<file path="src/rtl/bh1750_lux_conv.sv">
// BH1750 raw word to lux (raw / 1.2) using a serial divider and a double-dabble BCD stage.
// Define BH1750_ROUND_EN to round half-up to the nearest lux instead of truncating.
module bh1750_lux_conv (
    input  logic        clk,
    input  logic        rstn,
    input  logic        raw_valid,
    input  logic [15:0] raw_data,
    output logic [15:0] lux_bin,
    output logic [19:0] lux_bcd,
    output logic        done,
    output logic        busy,
    output logic        overrun
);

    typedef enum logic [1:0] {IDLE, DIV, BCD, DONE} state_t;

    state_t      state;
    logic [4:0]  step;
    logic [18:0] quo;
    logic [2:0]  rem;
    logic [19:0] bcd_sr;
    logic        pend_vld;
    logic [15:0] pend_data;

    logic [3:0]  trial;
    logic [3:0]  diff;
    logic        sub_ok;
    logic [19:0] bcd_adj;

    // raw / 1.2 == (raw * 5) / 6; the optional +3 turns truncation into round-half-up.
    function automatic logic [18:0] calc_num(input logic [15:0] raw);
        logic [18:0] n;
        n = ({3'b000, raw} << 2) + {3'b000, raw};
`ifdef BH1750_ROUND_EN
        n = n + 19'd3;
`endif
        return n;
    endfunction

    function automatic logic [19:0] dabble_adj(input logic [19:0] b);
        logic [19:0] r;
        r = b;
        for (int i = 0; i < 5; i++) begin
            if (r[4*i +: 4] >= 4'd5)
                r[4*i +: 4] = r[4*i +: 4] + 4'd3;
        end
        return r;
    endfunction

    // The dividend shifts out of quo's MSB while quotient bits shift in at the LSB.
    always_comb begin
        trial   = {rem, quo[18]};
        sub_ok  = (trial >= 4'd6);
        diff    = trial - 4'd6;
        bcd_adj = dabble_adj(bcd_sr);
    end

    always_ff @(posedge clk or negedge rstn) begin
        if (!rstn) begin
            state     <= IDLE;
            step      <= '0;
            quo       <= '0;
            rem       <= '0;
            bcd_sr    <= '0;
            pend_vld  <= 1'b0;
            pend_data <= '0;
            lux_bin   <= '0;
            lux_bcd   <= '0;
            done      <= 1'b0;
            busy      <= 1'b0;
            overrun   <= 1'b0;
        end else begin
            done    <= 1'b0;
            overrun <= 1'b0;
            if (raw_valid && state != IDLE) begin
                pend_data <= raw_data;
                pend_vld  <= 1'b1;
                if (pend_vld)
                    overrun <= 1'b1;
            end
            case (state)
                IDLE: begin
                    if (raw_valid || pend_vld) begin
                        quo      <= calc_num(raw_valid ? raw_data : pend_data);
                        rem      <= '0;
                        bcd_sr   <= '0;
                        step     <= '0;
                        pend_vld <= 1'b0;
                        busy     <= 1'b1;
                        state    <= DIV;
                    end else begin
                        busy <= 1'b0;
                    end
                end
                DIV: begin
                    quo <= {quo[17:0], sub_ok};
                    rem <= sub_ok ? diff[2:0] : trial[2:0];
                    if (step == 5'd18) begin
                        step  <= '0;
                        state <= BCD;
                    end else begin
                        step <= step + 5'd1;
                    end
                end
                BCD: begin
                    // Rotating the quotient leaves it intact after 16 steps for lux_bin.
                    bcd_sr     <= {bcd_adj[18:0], quo[15]};
                    quo[15:0]  <= {quo[14:0], quo[15]};
                    if (step == 5'd15) begin
                        step  <= '0;
                        state <= DONE;
                    end else begin
                        step <= step + 5'd1;
                    end
                end
                DONE: begin
                    lux_bin <= quo[15:0];
                    lux_bcd <= bcd_sr;
                    done    <= 1'b1;
                    state   <= IDLE;
                end
                default: state <= IDLE;
            endcase
        end
    end

endmodule
</file>
<file path="config.mk">
export PLATFORM = sky130hd
export DESIGN_NAME = bh1750_lux_conv
export DESIGN_NICKNAME = d
export VERILOG_FILES = /design/src/rtl/bh1750_lux_conv.sv
export SDC_FILE = /design/constraint.sdc
export NUM_CORES = 1
export LEC_CHECK = 0
export BUFFER_PORTS_ARGS = -buffer_cell sky130_fd_sc_hd__buf_2
export CORE_ASPECT_RATIO = 1.5
export CORE_MARGIN = 2
export CORE_UTILIZATION = 59
export DETAILED_ROUTE_END_ITERATION = 10
export PLACE_DENSITY = 0.77
export REMOVE_ABC_BUFFERS = 1
export SLEW_MARGIN = 20
export SYNTH_ARGS = -nofsm -noshare
export SYNTH_HDL_FRONTEND = slang
export SYNTH_SLANG_ARGS = --single-unit
</file>
<file path="constraint.sdc">
create_clock -name clk -period 3.2 [get_ports clk]
set_input_delay 0.64 -clock clk [delete_from_list [all_inputs] [get_ports clk]]
set_output_delay 0.64 -clock clk [all_outputs]
set_load 0.02 [all_outputs]
</file>
Yosys cells after proc, flatten, opt, wreduce, memory -nomap -nowiden
Cells that the tools add are included.
{"block": "classes", "add_sub_neg": 8, "n_lt_le_gt_ge": 6, "n_eq_ne": 8, "mux": 29, "reduce_logical": 11}
{"operator": "16-bit one-hot mux with 3 select lines", "count": 1}
{"operator": "20-bit one-hot mux with 2 select lines", "count": 1}
{"operator": "4-bit by 3-bit greater-or-equal comparator with 1-bit output, second input constant", "count": 6}
{"operator": "20-bit two-way mux", "count": 1}
{"operator": "18-bit by 16-bit adder with 19-bit output", "count": 1}
{"operator": "19-bit two-way mux", "count": 1}
{"operator": "4-bit by 2-bit adder with 4-bit output, second input constant", "count": 4}
{"operator": "16-bit two-way mux", "count": 1}
{"operator": "4-bit two-way mux", "count": 4}
{"operator": "5-bit two-way mux", "count": 3}
{"operator": "5-bit one-hot mux with 3 select lines", "count": 1}
{"operator": "3-bit one-hot mux with 2 select lines", "count": 2}
{"operator": "3-bit two-way mux", "count": 3}
{"operator": "2-bit one-hot mux with 4 select lines", "count": 1}
{"operator": "1-bit two-way mux", "count": 7}
{"operator": "2-bit two-way mux", "count": 3}
{"operator": "2-bit inequality test, second input constant", "count": 3}
{"operator": "2-bit AND reduction", "count": 3}
{"operator": "2-bit nonzero test", "count": 3}
{"operator": "5-bit by 1-bit adder with 5-bit output, second input constant", "count": 1}
{"operator": "5-bit by 4-bit == test with 1-bit output, second input constant", "count": 1}
{"operator": "5-bit == test, second input constant", "count": 1}
{"operator": "2-bit == test, second input constant", "count": 2}
{"operator": "3-bit by 2-bit adder with 3-bit output, second input constant", "count": 1}
{"operator": "other kinds (7)", "count": 7}
{"block": "totals", "reg_bits": 105, "inputBits": 19, "out_inout_bits": 39, "elab_cells": 75}

Longest topological paths before layout
{"block": "logic_depth", "word_depth": 5, "mapped_depth": 12, "ltp_nobuf": 10}

Least setup slack after synthesis
Ideal clock, no wire load.
{"block": "synth_timing", "path_kind": "input port to flip-flop", "startpoint": "input port raw_valid", "endpoint": "register quo[16]", "setup_ns": 0.127, "t_arrival_ns": 3.061, "required_ns": 3.073, "path_slack_ns": 0.012, "cell_stages": 11, "n_path_buf": 3, "path_cell_list": "buf_4 -> buf_1 -> mux2_2 -> ha_1 -> buf_6 -> a21o_1 -> a31o_1 -> a311o_1 -> a31oi_2 -> xnor2_1 -> o21ai_1"}
{"block": "synth_between", "elab_chain_cells": 4, "word_cells_on_any_way": 7, "cone_classes": "1 x add/sub; 1 x eq/ne; 3 x mux; 2 x reduce/logical"}
{"element": "from (decl)", "line_no": "6", "text": "input logic raw_valid,"}
{"element": "16-bit two-way mux", "line_no": "84", "text": "quo <= calc_num(raw_valid ? raw_data : pend_data);"}
{"element": "18-bit by 16-bit adder with 19-bit output", "line_no": "33", "text": "n = ({3'b000, raw} << 2) + {3'b000, raw};"}
{"element": "19-bit two-way mux", "line_no": "83", "text": "if (raw_valid || pend_vld) begin"}
{"element": "3-bit one-hot mux with 2 select lines", "line_no": "81", "text": "case (state)"}
{"element": "to (signal assigned)", "line_no": "84"}
{"element": "to (signal assigned)", "line_no": "96", "text": "quo <= {quo[17:0], sub_ok};"}
{"element": "to (decl)", "line_no": "19", "text": "logic [18:0] quo;"}
Several ways; a longest one is shown, not always the timed one. The select of a mux whose other input is x is not followed.
A chain may end at the register's enable or synchronous reset.

Final worst setup path
{"block": "layout_timing", "startpoint": "input port raw_valid", "endpoint": "register quo[14]"}
{"block": "layout_between", "elab_chain_cells": 4, "word_cells_on_any_way": 7, "cone_classes": "1 x add/sub; 1 x eq/ne; 3 x mux; 2 x reduce/logical"}
{"element": "16-bit two-way mux", "line_no": "84"}
{"element": "18-bit by 16-bit adder with 19-bit output", "line_no": "33"}
{"element": "19-bit two-way mux", "line_no": "83"}
{"element": "16-bit one-hot mux with 3 select lines", "line_no": "81"}
{"element": "to (signal assigned)", "line_no": "84"}
{"element": "to (signal assigned)", "line_no": "96"}
{"element": "to (signal assigned)", "line_no": "108", "text": "quo[15:0] <= {quo[14:0], quo[15]};"}
Several ways; a longest one is shown, not always the timed one. The select of a mux whose other input is x is not followed.

==> results.ini <==
[place]
hpwl_mm=7.97
portBuffers=57
place_area_um2=6010
gp_congestion=0.886

[logic_synthesis]
syn-instance-count=517
synth_top_flop_cell=dfrtp_1
yosys-top-cells-area=dfrtp_1, mux2_2, ha_1, nand2_1, a21oi_1
async_flop_share_pct=100
yosysMostFrequentCell=dfrtp_1
netlist.area_leader.share_pct=47.4
synth_edf_count=0
yosysUniqueCellTypes=57
syn_area_um2=5550
yosys_warnings=0
synth_area_per_cell_um2=10.7
yosysTopAreaCell=dfrtp_1
synth-seq-cells=105
yosysSeqAreaShare_pct=47.4
synth_common_cells=dfrtp_1, mux2_2, nand2_1, a21oi_1, ha_1

[cts]
htreeDepth=3
path_clk_slew_ns=0.07
cts_resized=0
worstSkewPairLatency_ns=0.35
cts_root_buf=clkbuf_16
cts_hold_buf=0
postCtsSetupBuffers=0
clockBufferDepth=2
clock-sinks=105
cts_tree=yes
cts_made_buffers=9

[sta]
fin_crit_sh_pct=85.7
tightest_slew_ns=1.03
finalHoldViolCount=0
max_slew_margin_pct=30.8
skew_ns=0.00731
period_minus_slack_ns=2.74
setup_violations=0
whs_ns=0.375
setup_tns_ns=0
maxSlewViolCount=0
rsz0062_at_grt=false
fmax_mhz=364

[pwr]
power_density_nw_per_um2=608
peakVddDrop_v=0.000376
leakagePower_nw=3.09
power_w=0.00384

[worst_setup_path]
cp_cell_sequence=buf_2 -> buf_12 -> mux2_2 -> ha_1 -> a21o_1 -> a221o_1 -> a21o_1 -> a31oi_1 -> xor2_1 -> o21ai_1
cp-startpoint=raw_valid
critPathLaunchType=primary input
end_kind=register
slowest_delay_ns=0.36
reg2reg_depth=8
worstSetupPathType=in2reg
timing.critical_path.buf_inv=2
critPathCapture=quo[14]$_DFFE_PN0P_
cp_top_family=compound AO/OA/AOI/OAI gates
cp_data_arrival_time_ns=2.98
cp_data_required_time_ns=3.44
crit_fanout=15
r2r_setup_slack_ns=0.68
crit_cells=10
crit_slowest_cell=mux2_2
rr_startpoint=state[0]$_DFFE_PN0P_
r2r_end=quo[10]$_DFFE_PN0P_
worst_path_most_repeated_cell=a21o_1

[detailed_routing]
drtAntennaViolNets=0
first_iter_violations=167
via_per_inst=5.84
first_pass_iters=4
post-route-drc-count=0
vias=4061
wl_per_cell_um=16.0
wirelength_mm=11.1

[global_routing]
antenna_found_initial=0
grt_pass1_wl_mm=19.0
grt_pass1_vias=4158
grt_max_degree=62
track_usage_pct=23.1
grt.overflow.total=0

[floorplan]
die-area_um2=10200
die_h_um=123
dieWidth_um=83.2
rows=43
start_util_pct=60.3
core-area_um2=9200
io_pins=58

[cells_and_area]
syn_to_final_growth_pct=14.0
stdcell_area_um2=6320
n_antenna_cell=0
nets=632
drive_above_1_share_pct=25.7

[run_status]
status=complete, no violations

[worst_hold_path]
worstHoldPathType=in2async

[flow_run]
maxCapViolations=0

## sequential cells by signal, indices dropped and copies added, names as in the netlist, 2 cells and up
name	count
bcd_sr	20
lux_bcd	20
lux_bin	16
pend_data	16
quo	19
rem	3
state	2
step	5
## placed cells by master (no fill, tap or decap), types with 9 or more instances in the layout
cell type,count
dfrtp_1,105
buf_2,56
mux2_2,55
nand2_1,47
a21oi_1,33
o21ai_1,32
ha_1,32
nor2_1,31
inv_1,22
xnor2_1,13
buf_4,12
o21ai_0,11
nand3_1,9
mux2_1,9
clkbuf_16,9
## metrics by stage
stage | utilization (%) | setup slack, ns | instances
global placement | 65.3 | 0.211 | 680
finish | 68.7 | 0.456 | 695
floorplan | - | 0.608 | 498
global route | 68.7 | 0.338 | 695
detailed placement | 65.3 | 0.159 | 680
CTS | 68.7 | 0.505 | 695
## cells by family after synthesis
| logic type | synth area share, % |
|---|---|
| xor+xnor | 3.31 |
| fa+ha+maj | 7.80 |
| mux | 14.5 |
| flops | 47.4 |
| buf+inv | 3.31 |
| simple gates | 9.67 |
| compound gates | 14.1 |
## power by group
group | switching [W] | internal (W) | total (W)
clock network | 0.000494 | 0.000684 | 0.00118
logic | 0.000498 | 0.000435 | 0.000933
registers | 0.000175 | 0.00156 | 0.00173
total | 0.00117 | 0.00268 | 0.00384
## worst min path at each step
stage,startpoint,to,cells after the start
finish,rstn,bcd_sr[18]$_DFFE_PN0P_,1
global route,rstn,bcd_sr[18]$_DFFE_PN0P_,1
CTS,rstn,lux_bcd[0]$_DFFE_PN0P_,1
detailed placement,pend_data[12]$_DFFE_PN0P_,pend_data[12]$_DFFE_PN0P_,1
global placement,pend_data[2]$_DFFE_PN0P_,pend_data[2]$_DFFE_PN0P_,1
floorplan,rstn,bcd_sr[0]$_DFFE_PN0P_,0
## layer usage
metal | vias to the layer above | GRT usage (%) | routed length [µm]
li1 | 1964 | - | -
met1 | 1991 | 26.8 | 4530
met2 | 86 | 42.0 | 5960
met3 | 20 | 2.42 | 325
met4 | 0 | 12.6 | 286
met5 | - | 0 | 0
## layout make-up
type,count,area (µm²)
Fill cell,711,2880
Clock inverter,6,91.3
Timing Repair Buffer,70,410
Tap cell,112,140
Multi-Input combinational cell,369,2740
Inverter,24,90.1
Sequential cell,105,2630
Clock buffer,9,225
Note: power is estimated with default switching activity, not from simulation.
